[config.mk]
export PLATFORM = sky130hd
export DESIGN_NAME = dsp_mac_sequencer_flat
export DESIGN_NICKNAME = d
export VERILOG_FILES = /design/src/rtl/dsp_mac_sequencer_if.sv /design/src/rtl/dsp_mac_sequencer.sv /design/src/flat_wrapper.sv
export SDC_FILE = /design/constraint.sdc
export NUM_CORES = 1
export LEC_CHECK = 0
export ABC_AREA = 1
export BUFFER_PORTS_ARGS = -buffer_cell sky130_fd_sc_hd__buf_4
export CAP_MARGIN = 20
export CELL_PAD_IN_SITES_DETAIL_PLACEMENT = 0
export CELL_PAD_IN_SITES_GLOBAL_PLACEMENT = 1
export CORE_ASPECT_RATIO = 0.6
export CORE_MARGIN = 1
export CORE_UTILIZATION = 30
export CTS_CLUSTER_DIAMETER = 40
export CTS_CLUSTER_SIZE = 24
export DETAILED_ROUTE_END_ITERATION = 16
export PLACE_DENSITY = 0.69
export SLEW_MARGIN = 25
export SYNTH_ARGS = -nofsm -noshare
export SYNTH_HDL_FRONTEND = slang
export SYNTH_SLANG_ARGS = --single-unit
[constraint.sdc]
create_clock -name clk -period 13 [get_ports clk]
set_input_delay 2.6 -clock clk [delete_from_list [all_inputs] [get_ports clk]]
set_output_delay 2.6 -clock clk [all_outputs]
set_load 0.01 [all_outputs]
[src/rtl/dsp_mac_sequencer_if.sv]
// Stream bundle for dsp_mac_sequencer: operand input channel and result output channel.
// The sequencer is the slave; the operand source / result sink is the master.
interface dsp_mac_sequencer_if #(
  parameter int unsigned CNT_W = 16
) ();
  // operand channel
  logic                    in_valid;
  logic                    in_ready;
  logic signed [17:0]      in_a;
  logic signed [17:0]      in_b;
  logic                    in_last;
  // result channel
  logic                    out_valid;
  logic                    out_ready;
  logic        [47:0]      out_p;
  logic        [CNT_W-1:0] out_count;

  modport master (
    output in_valid, in_a, in_b, in_last, out_ready,
    input  in_ready, out_valid, out_p, out_count
  );

  modport slave (
    input  in_valid, in_a, in_b, in_last, out_ready,
    output in_ready, out_valid, out_p, out_count
  );
endinterface

[src/rtl/dsp_mac_sequencer.sv]
// Streaming multiply-accumulate controller for one DSP48A1 slice configured with
// A1REG=B1REG=MREG=PREG=OPMODEREG=1 and synchronous slice reset. Operands are
// registered onto dsp_a/dsp_b on acceptance; the matching OPMODE follows one edge
// later so that it meets the product in the M register. After the pipeline drains
// the accumulated P is captured and offered on the result channel.
module dsp_mac_sequencer #(
  parameter int unsigned PIPE_LAT = 3,
  parameter int unsigned CNT_W    = 16
) (
  input  logic                clk,
  input  logic                rst,
  dsp_mac_sequencer_if.slave  io_bus,
  output logic                o_busy,
  output logic [17:0]         o_dsp_a,
  output logic [17:0]         o_dsp_b,
  output logic [7:0]          o_dsp_opmode,
  output logic                o_dsp_ce,
  output logic                o_dsp_rst,
  input  logic [47:0]         i_dsp_p
);

  // X=M, Z=0 starts a fresh sum; X=M, Z=P accumulates; all-zero clears P while idle.
  localparam logic [7:0] OpIdle  = 8'h00;
  localparam logic [7:0] OpFirst = 8'h01;
  localparam logic [7:0] OpAcc   = 8'h09;

  localparam int unsigned         DrainW    = $clog2(PIPE_LAT + 2);
  localparam logic [DrainW-1:0]   DrainLast = DrainW'(PIPE_LAT);
  localparam logic [CNT_W-1:0]    CntMax    = '1;

  typedef enum logic [2:0] {
    StInit,
    StIdle,
    StRun,
    StDrain,
    StDone
  } state_e;

  state_e              r_state;
  state_e              w_state_next;

  logic [17:0]         r_dsp_a;
  logic [17:0]         r_dsp_b;
  logic [7:0]          r_op_sched;
  logic [7:0]          r_dsp_opmode;
  logic                r_dsp_ce;
  logic                r_dsp_rst;
  logic [CNT_W-1:0]    r_count;
  logic [DrainW-1:0]   r_drain;
  logic [47:0]         r_out_p;
  logic [CNT_W-1:0]    r_out_count;

  logic                w_in_ready;
  logic                w_out_valid;
  logic [17:0]         w_a_next;
  logic [17:0]         w_b_next;
  logic [7:0]          w_op_next;
  logic [CNT_W-1:0]    w_count_next;
  logic [DrainW-1:0]   w_drain_next;
  logic                w_capture;

  // State register; reset parks the controller in INIT so the slice gets one clean reset cycle.
  always_ff @(posedge clk or posedge rst) begin
    if (rst) begin
      r_state <= StInit;
    end else begin
      r_state <= w_state_next;
    end
  end

  // Next-state, handshake outputs and next values for the slice drive registers.
  always_comb begin
    w_state_next = r_state;
    w_in_ready   = 1'b0;
    w_out_valid  = 1'b0;
    w_a_next     = '0;
    w_b_next     = '0;
    w_op_next    = OpIdle;
    w_count_next = r_count;
    w_drain_next = r_drain;
    w_capture    = 1'b0;

    case (r_state)
      StInit: begin
        w_state_next = StIdle;
      end

      StIdle: begin
        w_in_ready = 1'b1;
        if (io_bus.in_valid) begin
          w_a_next     = io_bus.in_a;
          w_b_next     = io_bus.in_b;
          w_op_next    = OpFirst;
          w_count_next = CNT_W'(1);
          w_drain_next = '0;
          w_state_next = io_bus.in_last ? StDrain : StRun;
        end
      end

      StRun: begin
        w_in_ready = 1'b1;
        // Bubbles feed a zero product with ACC, so P simply holds.
        w_op_next  = OpAcc;
        if (io_bus.in_valid) begin
          w_a_next = io_bus.in_a;
          w_b_next = io_bus.in_b;
          if (r_count != CntMax) begin
            w_count_next = r_count + CNT_W'(1);
          end
          if (io_bus.in_last) begin
            w_drain_next = '0;
            w_state_next = StDrain;
          end
        end
      end

      StDrain: begin
        w_op_next = OpAcc;
        // r_drain counts edges since the last acceptance; P is final once PIPE_LAT have passed.
        if (r_drain == DrainLast) begin
          w_capture    = 1'b1;
          w_state_next = StDone;
        end else begin
          w_drain_next = r_drain + DrainW'(1);
        end
      end

      StDone: begin
        w_out_valid = 1'b1;
        if (io_bus.out_ready) begin
          w_state_next = StIdle;
        end
      end

      default: begin
        w_state_next = StInit;
      end
    endcase
  end

  // Slice drive, beat counter and result capture registers.
  always_ff @(posedge clk or posedge rst) begin
    if (rst) begin
      r_dsp_a      <= '0;
      r_dsp_b      <= '0;
      r_op_sched   <= OpIdle;
      r_dsp_opmode <= OpIdle;
      r_dsp_ce     <= 1'b0;
      r_dsp_rst    <= 1'b1;
      r_count      <= '0;
      r_drain      <= '0;
      r_out_p      <= '0;
      r_out_count  <= '0;
    end else begin
      r_dsp_a      <= w_a_next;
      r_dsp_b      <= w_b_next;
      // OPMODE trails its operands by one edge to line up with the M register.
      r_op_sched   <= w_op_next;
      r_dsp_opmode <= r_op_sched;
      r_dsp_ce     <= 1'b1;
      r_dsp_rst    <= 1'b0;
      r_count      <= w_count_next;
      r_drain      <= w_drain_next;
      if (w_capture) begin
        r_out_p     <= i_dsp_p;
        r_out_count <= r_count;
      end
    end
  end

  assign io_bus.in_ready  = w_in_ready;
  assign io_bus.out_valid = w_out_valid;
  assign io_bus.out_p     = r_out_p;
  assign io_bus.out_count = r_out_count;

  assign o_busy       = (r_state != StIdle);
  assign o_dsp_a      = r_dsp_a;
  assign o_dsp_b      = r_dsp_b;
  assign o_dsp_opmode = r_dsp_opmode;
  assign o_dsp_ce     = r_dsp_ce;
  assign o_dsp_rst    = r_dsp_rst;

endmodule

[src/flat_wrapper.sv]
// flat-port wrapper written by rule: the top's interface ports become plain ports
module dsp_mac_sequencer_flat 
#(
  parameter int unsigned PIPE_LAT = 3,
  parameter int unsigned CNT_W    = 16
)
  (clk, rst, o_busy, o_dsp_a, o_dsp_b, o_dsp_opmode, o_dsp_ce, o_dsp_rst, i_dsp_p, io_bus_in_valid, io_bus_in_a, io_bus_in_b, io_bus_in_last, io_bus_out_ready, io_bus_in_ready, io_bus_out_valid, io_bus_out_p, io_bus_out_count);
  dsp_mac_sequencer_if #(.CNT_W(CNT_W)) io_bus_i ();
  input  logic clk;
  input  logic rst;
  output logic o_busy;
  output logic [17:0] o_dsp_a;
  output logic [17:0] o_dsp_b;
  output logic [7:0] o_dsp_opmode;
  output logic o_dsp_ce;
  output logic o_dsp_rst;
  input  logic [47:0] i_dsp_p;
  input wire logic [$bits(io_bus_i.in_valid)-1:0] io_bus_in_valid;
  input wire logic [$bits(io_bus_i.in_a)-1:0] io_bus_in_a;
  input wire logic [$bits(io_bus_i.in_b)-1:0] io_bus_in_b;
  input wire logic [$bits(io_bus_i.in_last)-1:0] io_bus_in_last;
  input wire logic [$bits(io_bus_i.out_ready)-1:0] io_bus_out_ready;
  output wire logic [$bits(io_bus_i.in_ready)-1:0] io_bus_in_ready;
  output wire logic [$bits(io_bus_i.out_valid)-1:0] io_bus_out_valid;
  output wire logic [$bits(io_bus_i.out_p)-1:0] io_bus_out_p;
  output wire logic [$bits(io_bus_i.out_count)-1:0] io_bus_out_count;
  assign io_bus_i.in_valid = io_bus_in_valid;
  assign io_bus_i.in_a = io_bus_in_a;
  assign io_bus_i.in_b = io_bus_in_b;
  assign io_bus_i.in_last = io_bus_in_last;
  assign io_bus_i.out_ready = io_bus_out_ready;
  assign io_bus_in_ready = io_bus_i.in_ready;
  assign io_bus_out_valid = io_bus_i.out_valid;
  assign io_bus_out_p = io_bus_i.out_p;
  assign io_bus_out_count = io_bus_i.out_count;
  dsp_mac_sequencer #(.PIPE_LAT(PIPE_LAT), .CNT_W(CNT_W)) u_core (.clk(clk), .rst(rst), .io_bus(io_bus_i), .o_busy(o_busy), .o_dsp_a(o_dsp_a), .o_dsp_b(o_dsp_b), .o_dsp_opmode(o_dsp_opmode), .o_dsp_ce(o_dsp_ce), .o_dsp_rst(o_dsp_rst), .i_dsp_p(i_dsp_p));
endmodule
==> impl_metrics.toml <==
[placed_design]
gp_congestion = 0.7579
place.port_buffers = 195
post-dp-hpwl_um = 8869

[final_layout]
insertedDiodeCount = 0
multi_input_area_um2 = 1595
fillers = 1593
layout-drive-gt1-share = 0.3438
num-nets-final = 780
syn_to_final_growth_pct = 44.21
regArea_um2 = 3204

[power_and_ir_drop]
combPwrFrac = 0.279
power.density_nw_per_um2 = 195.7
leakagePower_uw = 0.003778
vdd_drop_max_mv = 0.08520
power.total_uw = 1454
p_int_uw = 1007
p_clk_frac = 0.339
seqPwrFrac = 0.382
swShare = 0.3078
p_sw_uw = 447.5

[critical_path]
critPathLaunchType = "register"
cp.required_ps = 10400
path_max_fanout = 8
critPathKind = "register to output pin"
crit_path_end_kind = "output pin"
cp.arrival_ps = 1360
reg2reg_depth = 9
r2r-start = "u_core.r_state[2]"
critPathLaunch = "u_core.r_state[1]"

[sta]
clock_skew_ps = 13.29
maxSlewViolCount = 0
finalSetupViolations = 0
finalSetupTns_ps = 0
hold_viol_final = 0
tightest_slew_ps = 988.8
fmax_ghz = 0.2527
min_period_over_period = 0.3044
rsz0062_at_grt = "false"
finalCriticalPeriod_ps = 3957
max_slew_margin = 0.3408

[logic_synthesis]
syn_area_per_cell_um2 = 10.58
synth.most_common_cell = "dfrtp_1"
ys_top_cells_by_count = "127 x dfrtp_1, 79 x nand2_1, 62 x nor2_1, 61 x inv_1, 50 x mux2_1"
yosys_most_used_dff = "dfrtp_1"
yosysSeqAreaShare = 0.6218
syn_inst = 487
synth.area.top_cells = "dfrtp_1 62%, mux2_1 11%, nand2_1 5.8%"
synth_area_um2 = 5154
synthArstFlopShare = 1.000
yosys.area.top_type_share = 0.6167
yosysWarnings = 0
yosysTopAreaCell = "dfrtp_1"
ys_types = 29
synth-edff-count = 0
synth_seq_cells = 128

[drt]
dr.pass1.iters = 4
drtIter0Drc = 219
vias_per_cell = 4.199
vias = 3901
wl_um = 12330
avgRoutedWirePerCell_um = 13.27
remaining_drc_errors = 0
ant_nets = 0

[floorplan]
io_pins = 202
dieWidth_um = 171.2
dieHeight_um = 103.5
coreArea_um2 = 16530
dieArea_um2 = 17720
fp-row-count = 36
start_util = 0.3118

[clocking]
cts_tree = "yes"
clock_path_buffers = 2
clk_pin_slew_ps = 60
numCtsBuffers = 17
cts_hold_buf = 0
post-cts-setup-buffers = 0
root_buffer = "clkbuf_16"
cts_resized = 0
cts_max_level = 4
clk-insertion-delay-late_ps = 410
clock_sinks = 128

[grt]
grt_pass1_vias = 4027
grt.overflow.total = 0
grt_use_total = 0.1471
antenna_found_initial = 0
grt_pass1_wl_um = 20490
grt_max_degree = 82

[worst_hold_path]
hold_path_depth = 0
hold_path_class = "register to register"
min_from = "u_core.r_op_sched[3]"

[run]
drv_cap = 0

[outcome]
status = "complete, no violations"
-- layout make-up --
class | instances | area share
repair buffers | 198 | 0.2005
clock inverters | 14 | 0.02441
flip-flops and latches | 128 | 0.4311
multi-input cells | 278 | 0.2146
clock buffers | 18 | 0.05774
inverters | 65 | 0.03316
well taps | 228 | 0.03838
-- metrics by stage --
step | hold slack (ps) | setup WS (ps) | area [um^2] | std cells | util
detailed placement | 337.0 | 8731 | 6818 | 897 | 0.4124
CTS | 345.9 | 9016 | 7428 | 929 | 0.4494
global placement | 334.5 | 8776 | 6818 | 897 | 0.4124
finish | 345.2 | 9043 | 7432 | 929 | 0.4496
floorplan | 331.2 | 6989 | 5176 | 493 | -
global route | 372.9 | 8958 | 7432 | 929 | 0.4496
-- cells in the final DEF (no fill, tap or decap), types with 2 or more instances in the layout --
| master | instances |
|---|---|
| a21oi_1 | 3 |
| o21ai_0 | 7 |
| nand2_4 | 2 |
| inv_2 | 3 |
| clkbuf_16 | 17 |
| nor2_4 | 3 |
| inv_1 | 60 |
| ha_1 | 3 |
| nand2_1 | 79 |
| dfrtp_1 | 127 |
| nor2_1 | 62 |
| mux2_1 | 50 |
| clkinv_4 | 2 |
| buf_4 | 197 |
| bufinv_16 | 3 |
| clkinvlp_4 | 3 |
| inv_6 | 4 |
| o21ai_1 | 30 |
| conb_1 | 8 |
| nand3_1 | 19 |
| nand4_1 | 5 |
-- per-layer routing --
layer / up-vias / GRT usage / routed length, um
li1: 1934 / - / -
met1: 1824 / 0.1945 / 5694
met2: 135 / 0.2160 / 5351
met3: 8 / 0.06687 / 1206
met4: 0 / 0.04018 / 73
met5: - / 0 / 0
-- sequential cells by signal (all words and copies together), names as in the netlist --
name                     flops
u_core.o_dsp_ce              1
u_core.o_dsp_a              18
u_core.o_dsp_rst             1
u_core.io_bus.out_count     16
u_core.io_bus.out_p         48
u_core.r_op_sched            2
u_core.r_state               3
u_core.o_dsp_b              18
u_core.r_drain               3
u_core.r_count              16
u_core.o_dsp_opmode          2
-- critical path: stages, from the launching register on --
cell and delay [ps]:
dfrtp_1 410, inv_2 110, nor2_4 50, nand2_4 120
nand2_2 100, buf_4 160
-- kinds of logic (layout without fill, tap and decap cells) --
| group | count (synthesis) | after routing | synth area share |
|---|---|---|---|
| AOI/OAI and AO/OA | 41 | 41 | 0.04030 |
| xor gates and xnor gates | 1 | 1 | 0.001700 |
| adders and majority gates | 3 | 3 | 0.007284 |
| buffers and inverters | 87 | 295 | 0.07404 |
| DFF | 128 | 128 | 0.6218 |
| muxes | 50 | 50 | 0.1092 |
| other | 2 | 8 | 0.001457 |
| and+or+nand+nor | 175 | 175 | 0.1442 |
-- worst paths after layout --
kind / endpoint / slack [ps]
worst min register to register: u_core.o_dsp_opmode[3] / 350
worst max-delay path: io_bus_in_ready / 9040
max in group asynchronous: u_core.r_count[12] / 9590
worst max register to register: u_core.r_count[12] / 10800
worst min-delay path: u_core.o_dsp_opmode[3] / 350
min in group asynchronous: u_core.io_bus.out_p[3] / 2270
-- power groups by stage --
stage	clock network, uW	logic, uW	registers [uW]
2_1_floorplan	0	154	602
3_3_place_gp	0	408	559
3_5_place_dp	0	414	563
4_1_cts	506	415	558
5_1_grt	522	448	570
6_report	493	405	556
(Power assumes the default switching activity.)
